$ cat config.mk
export PLATFORM = sky130hd
export DESIGN_NAME = ul_frame_mux
export DESIGN_NICKNAME = d
export VERILOG_FILES = /design/src/rtl/ul_frame_mux.sv
export SDC_FILE = /design/constraint.sdc
export NUM_CORES = 1
export LEC_CHECK = 0
export ABC_AREA = 1
export CAP_MARGIN = 30
export CORE_ASPECT_RATIO = 0.9
export CORE_MARGIN = 3
export CORE_UTILIZATION = 57
export DETAILED_ROUTE_END_ITERATION = 8
export PLACE_DENSITY_LB_ADDON = 0.25
export REMOVE_ABC_BUFFERS = 1
export SKIP_CTS_REPAIR_TIMING = 1
export SLEW_MARGIN = 20
export SYNTH_ARGS = -nofsm -noshare
export SYNTH_HDL_FRONTEND = slang
export SYNTH_SLANG_ARGS = --single-unit
$ cat constraint.sdc
create_clock -name Clk10MHz -period 7.48 [get_ports Clk10MHz]
set_input_delay 1.496 -clock Clk10MHz [delete_from_list [all_inputs] [get_ports Clk10MHz]]
set_output_delay 1.496 -clock Clk10MHz [all_outputs]
set_load 0.1 [all_outputs]
$ cat src/rtl/ul_frame_mux.sv
// Uplink framer: round-robin merges NUM_CH byte streams into framed 10-bit words
// (header, payload, checksum trailer). Frames are aborted on stall or link loss.
module ul_frame_mux #(
    parameter int unsigned NUM_CH      = 4,
    parameter int unsigned MAX_PAYLOAD = 64,
    parameter int unsigned STALL_LIMIT = 16,
    parameter logic [7:0]  IDLE_CODE   = 8'hBC
) (
    input  logic                Clk10MHz,
    input  logic                nRst,
    input  logic                LinkUp,
    input  logic [8*NUM_CH-1:0] ChData,
    input  logic [NUM_CH-1:0]   ChValid,
    input  logic [NUM_CH-1:0]   ChLast,
    output logic [NUM_CH-1:0]   ChReady,
    output logic [9:0]          DataOut,
    output logic                DataOutEn,
    output logic                FrameDone,
    output logic [7:0]          AbortCnt
);

    localparam logic [1:0] StIdle    = 2'd0;
    localparam logic [1:0] StHdr     = 2'd1;
    localparam logic [1:0] StPayload = 2'd2;
    localparam logic [1:0] StTrl     = 2'd3;

    logic [1:0]        r_state, w_state_nxt;
    logic [3:0]        r_grant, w_grant_nxt, r_rr, w_rr_nxt, w_arb, w_rr_adv;
    logic [NUM_CH-1:0] r_cont, w_cont_nxt;
    logic [7:0]        r_sum, w_sum_nxt, r_cnt, w_cnt_nxt, r_stall, w_stall_nxt;
    logic [7:0]        w_cnt_inc, w_stall_inc, w_byte, w_hdr;
    logic              r_abort, w_abort_nxt;
    logic [9:0]        r_data_out, w_out_nxt;
    logic              r_data_en, r_frame_done, w_done_nxt;
    logic [7:0]        r_abort_cnt, w_abort_cnt_nxt;
    logic              w_last, w_cont_g, w_hs, w_abort_inc, w_cont_wr, w_cont_val;

    assign DataOut   = r_data_out;
    assign DataOutEn = r_data_en;
    assign FrameDone = r_frame_done;
    assign AbortCnt  = r_abort_cnt;

    always_comb begin
        ChReady  = '0;
        w_byte   = '0;
        w_last   = 1'b0;
        w_cont_g = 1'b0;
        for (int i = 0; i < NUM_CH; i++) begin
            ChReady[i] = (r_state == StPayload) && LinkUp && (r_grant == 4'(i));
            if (r_grant == 4'(i)) begin
                w_byte   = ChData[8*i +: 8];
                w_last   = ChLast[i];
                w_cont_g = r_cont[i];
            end
        end
    end

    assign w_hs        = |(ChReady & ChValid);
    assign w_hdr       = {w_cont_g, 3'b000, r_grant};
    assign w_rr_adv    = (r_grant == 4'(NUM_CH - 1)) ? 4'd0 : r_grant + 4'd1;
    assign w_cnt_inc   = r_cnt + 8'd1;
    assign w_stall_inc = r_stall + 8'd1;

    // Highest offset first so the lowest offset from the pointer wins.
    always_comb begin
        w_arb = r_rr;
        for (int k = NUM_CH - 1; k >= 0; k--) begin
            for (int j = 0; j < NUM_CH; j++) begin
                if (ChValid[j] && ((int'(r_rr) + k) % int'(NUM_CH)) == j) w_arb = 4'(j);
            end
        end
    end

    always_comb begin
        w_state_nxt = r_state;
        w_grant_nxt = r_grant;
        w_rr_nxt    = r_rr;
        w_sum_nxt   = r_sum;
        w_cnt_nxt   = r_cnt;
        w_stall_nxt = r_stall;
        w_abort_nxt = r_abort;
        w_out_nxt   = {2'b00, IDLE_CODE};
        w_done_nxt  = 1'b0;
        w_abort_inc = 1'b0;
        w_cont_wr   = 1'b0;
        w_cont_val  = 1'b0;
        if (!LinkUp) begin
            w_state_nxt = StIdle;
            if (r_state == StHdr || r_state == StPayload || (r_state == StTrl && r_abort)) begin
                w_abort_inc = 1'b1;
                w_cont_wr   = 1'b1;
            end
            if (r_state != StIdle) w_rr_nxt = w_rr_adv;
        end else begin
            unique case (r_state)
                StIdle: begin
                    if (|ChValid) begin
                        w_grant_nxt = w_arb;
                        w_cnt_nxt   = '0;
                        w_stall_nxt = '0;
                        w_abort_nxt = 1'b0;
                        w_state_nxt = StHdr;
                    end
                end
                StHdr: begin
                    w_out_nxt   = {2'b01, w_hdr};
                    w_sum_nxt   = w_hdr;
                    w_state_nxt = StPayload;
                end
                StPayload: begin
                    if (w_hs) begin
                        w_out_nxt   = {2'b10, w_byte};
                        w_sum_nxt   = r_sum + w_byte;
                        w_cnt_nxt   = w_cnt_inc;
                        w_stall_nxt = '0;
                        if (w_last) begin
                            w_cont_wr   = 1'b1;
                            w_state_nxt = StTrl;
                        end else if (w_cnt_inc == 8'(MAX_PAYLOAD)) begin
                            w_cont_wr   = 1'b1;
                            w_cont_val  = 1'b1;
                            w_state_nxt = StTrl;
                        end
                    end else begin
                        w_stall_nxt = w_stall_inc;
                        if (w_stall_inc == 8'(STALL_LIMIT)) begin
                            w_abort_nxt = 1'b1;
                            w_state_nxt = StTrl;
                        end
                    end
                end
                StTrl: begin
                    w_out_nxt   = {2'b11, r_abort ? ~r_sum : r_sum};
                    w_done_nxt  = 1'b1;
                    w_abort_inc = r_abort;
                    w_cont_wr   = r_abort;
                    w_rr_nxt    = w_rr_adv;
                    w_state_nxt = StIdle;
                end
                default: w_state_nxt = StIdle;
            endcase
        end
        w_cont_nxt = r_cont;
        for (int i = 0; i < NUM_CH; i++) begin
            if (w_cont_wr && r_grant == 4'(i)) w_cont_nxt[i] = w_cont_val;
        end
        w_abort_cnt_nxt = (w_abort_inc && r_abort_cnt != 8'hFF) ? r_abort_cnt + 8'd1
                                                                 : r_abort_cnt;
    end

    always_ff @(posedge Clk10MHz or negedge nRst) begin
        if (!nRst) begin
            r_state      <= StIdle;
            r_grant      <= '0;
            r_rr         <= '0;
            r_cont       <= '0;
            r_sum        <= '0;
            r_cnt        <= '0;
            r_stall      <= '0;
            r_abort      <= 1'b0;
            r_data_out   <= {2'b00, IDLE_CODE};
            r_data_en    <= 1'b0;
            r_frame_done <= 1'b0;
            r_abort_cnt  <= '0;
        end else begin
            r_state      <= w_state_nxt;
            r_grant      <= w_grant_nxt;
            r_rr         <= w_rr_nxt;
            r_cont       <= w_cont_nxt;
            r_sum        <= w_sum_nxt;
            r_cnt        <= w_cnt_nxt;
            r_stall      <= w_stall_nxt;
            r_abort      <= w_abort_nxt;
            r_data_out   <= w_out_nxt;
            r_data_en    <= LinkUp;
            r_frame_done <= w_done_nxt;
            r_abort_cnt  <= w_abort_cnt_nxt;
        end
    end

endmodule

==> key figures <==
Detailed routing
  • Router iterations before antenna repair: 5
  • Final WL: 9390 um
  • Vias/cell: 5.65
  • Post-route ant nets: 0
  • DRC Markers: 0
  • DR vias: 3,472
  • Initial drt markers: 339
  • Drt wl/cell: 15.3 um

Logic synthesis
  • Synth cell count leaders: nand2_1, dfrtp_1, inv_1
  • EDFF count, synth: 0
  • Yosys top cell by area: dfrtp_1
  • Seq cells post-synth: 57
  • Synth Warn #: 0
  • Cells after synthesis: 454
  • Main area contributors after synthesis: dfrtp_1, nand2_1, ha_1, inv_1, o21ai_0
  • Post-Synth XOR/XNOR Area: 4.76%
  • Primary FF master, synth: dfrtp_1
  • Synth Area in Simple Gates: 24.8%
  • Asr flop ratio synth: 100%
  • Largest family of logic cells by synthesized area: simple AND/OR/NAND/NOR gates
  • Complex-gate fraction of the synthesized area: 16.2%
  • Syn avg cell area: 8.11 um2
  • Register area share after synthesis: 38.9%
  • Mux share of post-synthesis cell area: 0.306%
  • Share of the synthesized area in the top cell type: 35.3%
  • Yosys cell types: 48
  • Post-Synth Adder-Cell Area: 7.00%
  • Cell Area, Synth: 0.00368 mm2
  • Top-count cell post-synth: nand2_1

Clock tree
  • Root buffer cell: clkbuf_8
  • CTS tree: done
  • Clock-pin slew on the worst setup and hold paths: 0.07 ns
  • Clock buffer count from CTS: 9
  • Htree depth: 3
  • Clock buffer depth: 2
  • Clk_lat worst skew: 0.35 ns
  • Clk sinks: 57

Timing
  • Fin crit share: 69.5%
  • Min cycle time layout: 5.20 ns
  • FMAX: 0.192 GHz
  • Final setup vio count: 0
  • Relative max-transition margin: 34.6%
  • Setup TNS: 0 ns
  • Slew Viols, Final: 0
  • Worst-Margin Slew: 0.978 ns
  • RSZ-0062 raised after global routing: false
  • Final worst slack: 2.28 ns
  • Final Hold Fails: 0
  • Clock skew: 0.00807 ns

Finish
  • Layout Cells excl Fill: 615
  • Fill cells: 466
  • Nets: 586
  • Share of cells above drive strength 1: 8.52%
  • Area Growth Syn to Fin: 25.2%
  • N_diodes: 0

Place
  • Pre-CTS setup slack: 2.28 ns
  • Routability cong.: 0.939
  • Buffers on Ports: 66
  • Post-DP HPWL: 6780 um
  • Placed Instances: 599

Die
  • Die Area: 0.00746 mm2
  • I/O pins: 67
  • Core box area: 0.00618 mm2
  • Initial Util: 59.6%
  • Row count: 27
  • Die X: 90.7 um
  • Die H: 82.3 um

Global routing
  • Grt total ovfl: 0
  • First-pass GRT wire length: 15,300 um
  • Initial antenna violation count: 0
  • Largest net degree at the start of global routing: 58
  • Vias in the first global route: 3,268
  • GR Util All Layers: 26.0%

Worst setup path
  • CP Capture Type: output port
  • R2R Path Start: r_grant[1]$_DFFE_PN0P_
  • Crit-path max FO: 10
  • CP arrival: 3.70 ns
  • WP data required: 5.98 ns
  • Crit Reg-Reg Endpoint: r_sum[7]$_DFFE_PN0P_
  • Worst R2R Setup Slack: 4.09 ns
  • R2R cell count: 19
  • Startpoint types: input port
  • Setup CP Type: input port to output port

Power
  • Peak VDD IR: 0.328 mV
  • Power per standard cell area: 420 mW/mm2
  • Leak Pwr: 2.09 nW
  • Total power: 1.94 mW

Hold path
  • Hold Path Origin: r_cont[1]$_DFFE_PN0P_
  • Hold Crit Class: register to register
  • Number of cells on the worst hold path: 2
  • WHS Endpoint: r_cont[1]$_DFFE_PN0P_

Flow run
  • Max-cap violations: 0

Run status
  • Outcome: finished, final reports clean
state kept, by name, summed over array words and instances, names as in the netlist:
signal and flops:
DataOut 10, AbortCnt 8, r_cnt 8, r_stall 8
r_sum 8, r_cont 4, r_grant 4, r_rr 2
r_state 2, DataOutEn 1, FrameDone 1, r_abort 1
layout by cell type, fill, tap and decap left out, drive strengths merged:
master / netlist / layout
a21boi: 1 / 1
a21oi: 26 / 26
a221oi: 8 / 8
a22o: 2 / 2
a22oi: 1 / 1
a31oi: 2 / 2
a32o: 1 / 1
a32oi: 1 / 1
buf: 3 / 2
bufinv: 0 / 3
clkbuf: 6 / 11
clkdlybuf4s50: 0 / 65
clkinv: 2 / 3
clkinvlp: 0 / 1
dfrtp: 52 / 52
dfstp: 5 / 5
fa: 1 / 1
ha: 19 / 19
inv: 53 / 53
mux2: 1 / 1
nand2: 121 / 121
nand3: 27 / 27
nand4: 9 / 9
nor2: 29 / 29
nor3: 4 / 4
nor3b: 2 / 2
nor4: 1 / 1
o2111ai: 1 / 1
o211ai: 4 / 4
o21a: 1 / 1
o21ai: 33 / 33
o221ai: 1 / 1
o22ai: 15 / 15
or2: 2 / 2
xnor2: 6 / 6
xor2: 14 / 14
how the worst max path moves through the flow:
stage / depth (start not counted) / slack (ns) / from / end
detailed placement: 4 / 2.28 / LinkUp / ChReady[3]
finish: 4 / 2.28 / LinkUp / ChReady[3]
CTS: 4 / 2.29 / LinkUp / ChReady[3]
global route: 4 / 2.22 / LinkUp / ChReady[3]
floorplan: 2 / 3.11 / LinkUp / ChReady[2]
global placement: 4 / 2.34 / LinkUp / ChReady[2]
through the flow:
step | util (%) | hold slack (ns) | cell area (um2)
6_report | 74.6 | 0.473 | 4610
4_1_cts | 74.6 | 0.475 | 4610
3_3_place_gp | 70.7 | 0.455 | 4370
3_5_place_dp | 70.7 | 0.459 | 4370
2_1_floorplan | - | 0.442 | 3600
5_1_grt | 74.6 | 0.512 | 4610
cell type report:
class | count | area [um2] | share of cell area, %
Multi-Input combinational cell | 333 | 1950 | 42.3
Clock inverter | 5 | 103 | 2.22
Tap cell | 87 | 109 | 2.36
Timing Repair Buffer | 67 | 663 | 14.4
Sequential cell | 57 | 1430 | 31.1
Clock buffer | 11 | 141 | 3.06
Inverter | 55 | 211 | 4.58
cell families (layout without fill, tap and decap cells):
kind of cell | after synthesis | in the layout
simple gates | 195 | 195
compound gates | 97 | 97
buf+inv | 64 | 138
flops | 57 | 57
fa+ha+maj | 20 | 20
xor+xnor | 20 | 20
mux | 1 | 1
worst max-delay path: stages:
cell and delay (ns):
clkdlybuf4s50_1 0.74, nand2_4 0.10, nor2_1 0.19, clkdlybuf4s50_1 1.17
per-layer routing:
| layer | wire length (um) | vias up | part of all wire (%) | global-route usage [%] |
|---|---|---|---|---|
| met2 | 4370 | 131 | 47 | 43.7 |
| met1 | 4140 | 1651 | 44 | 33.1 |
| li1 | - | 1669 | - | - |
| met5 | 0 | - | 0 | 0 |
| met4 | 159 | 0 | 1.7 | 9.63 |
| met3 | 712 | 21 | 7.6 | 6.52 |
report_power, final:
part | switching (mW) | leakage [nW] | internal, mW
Sequential | 0.0770 | 0.741 | 0.394
Combinational | 0.772 | 1.23 | 0.333
Clock | 0.132 | 0.120 | 0.230
Note: power is estimated with default switching activity, not from simulation.
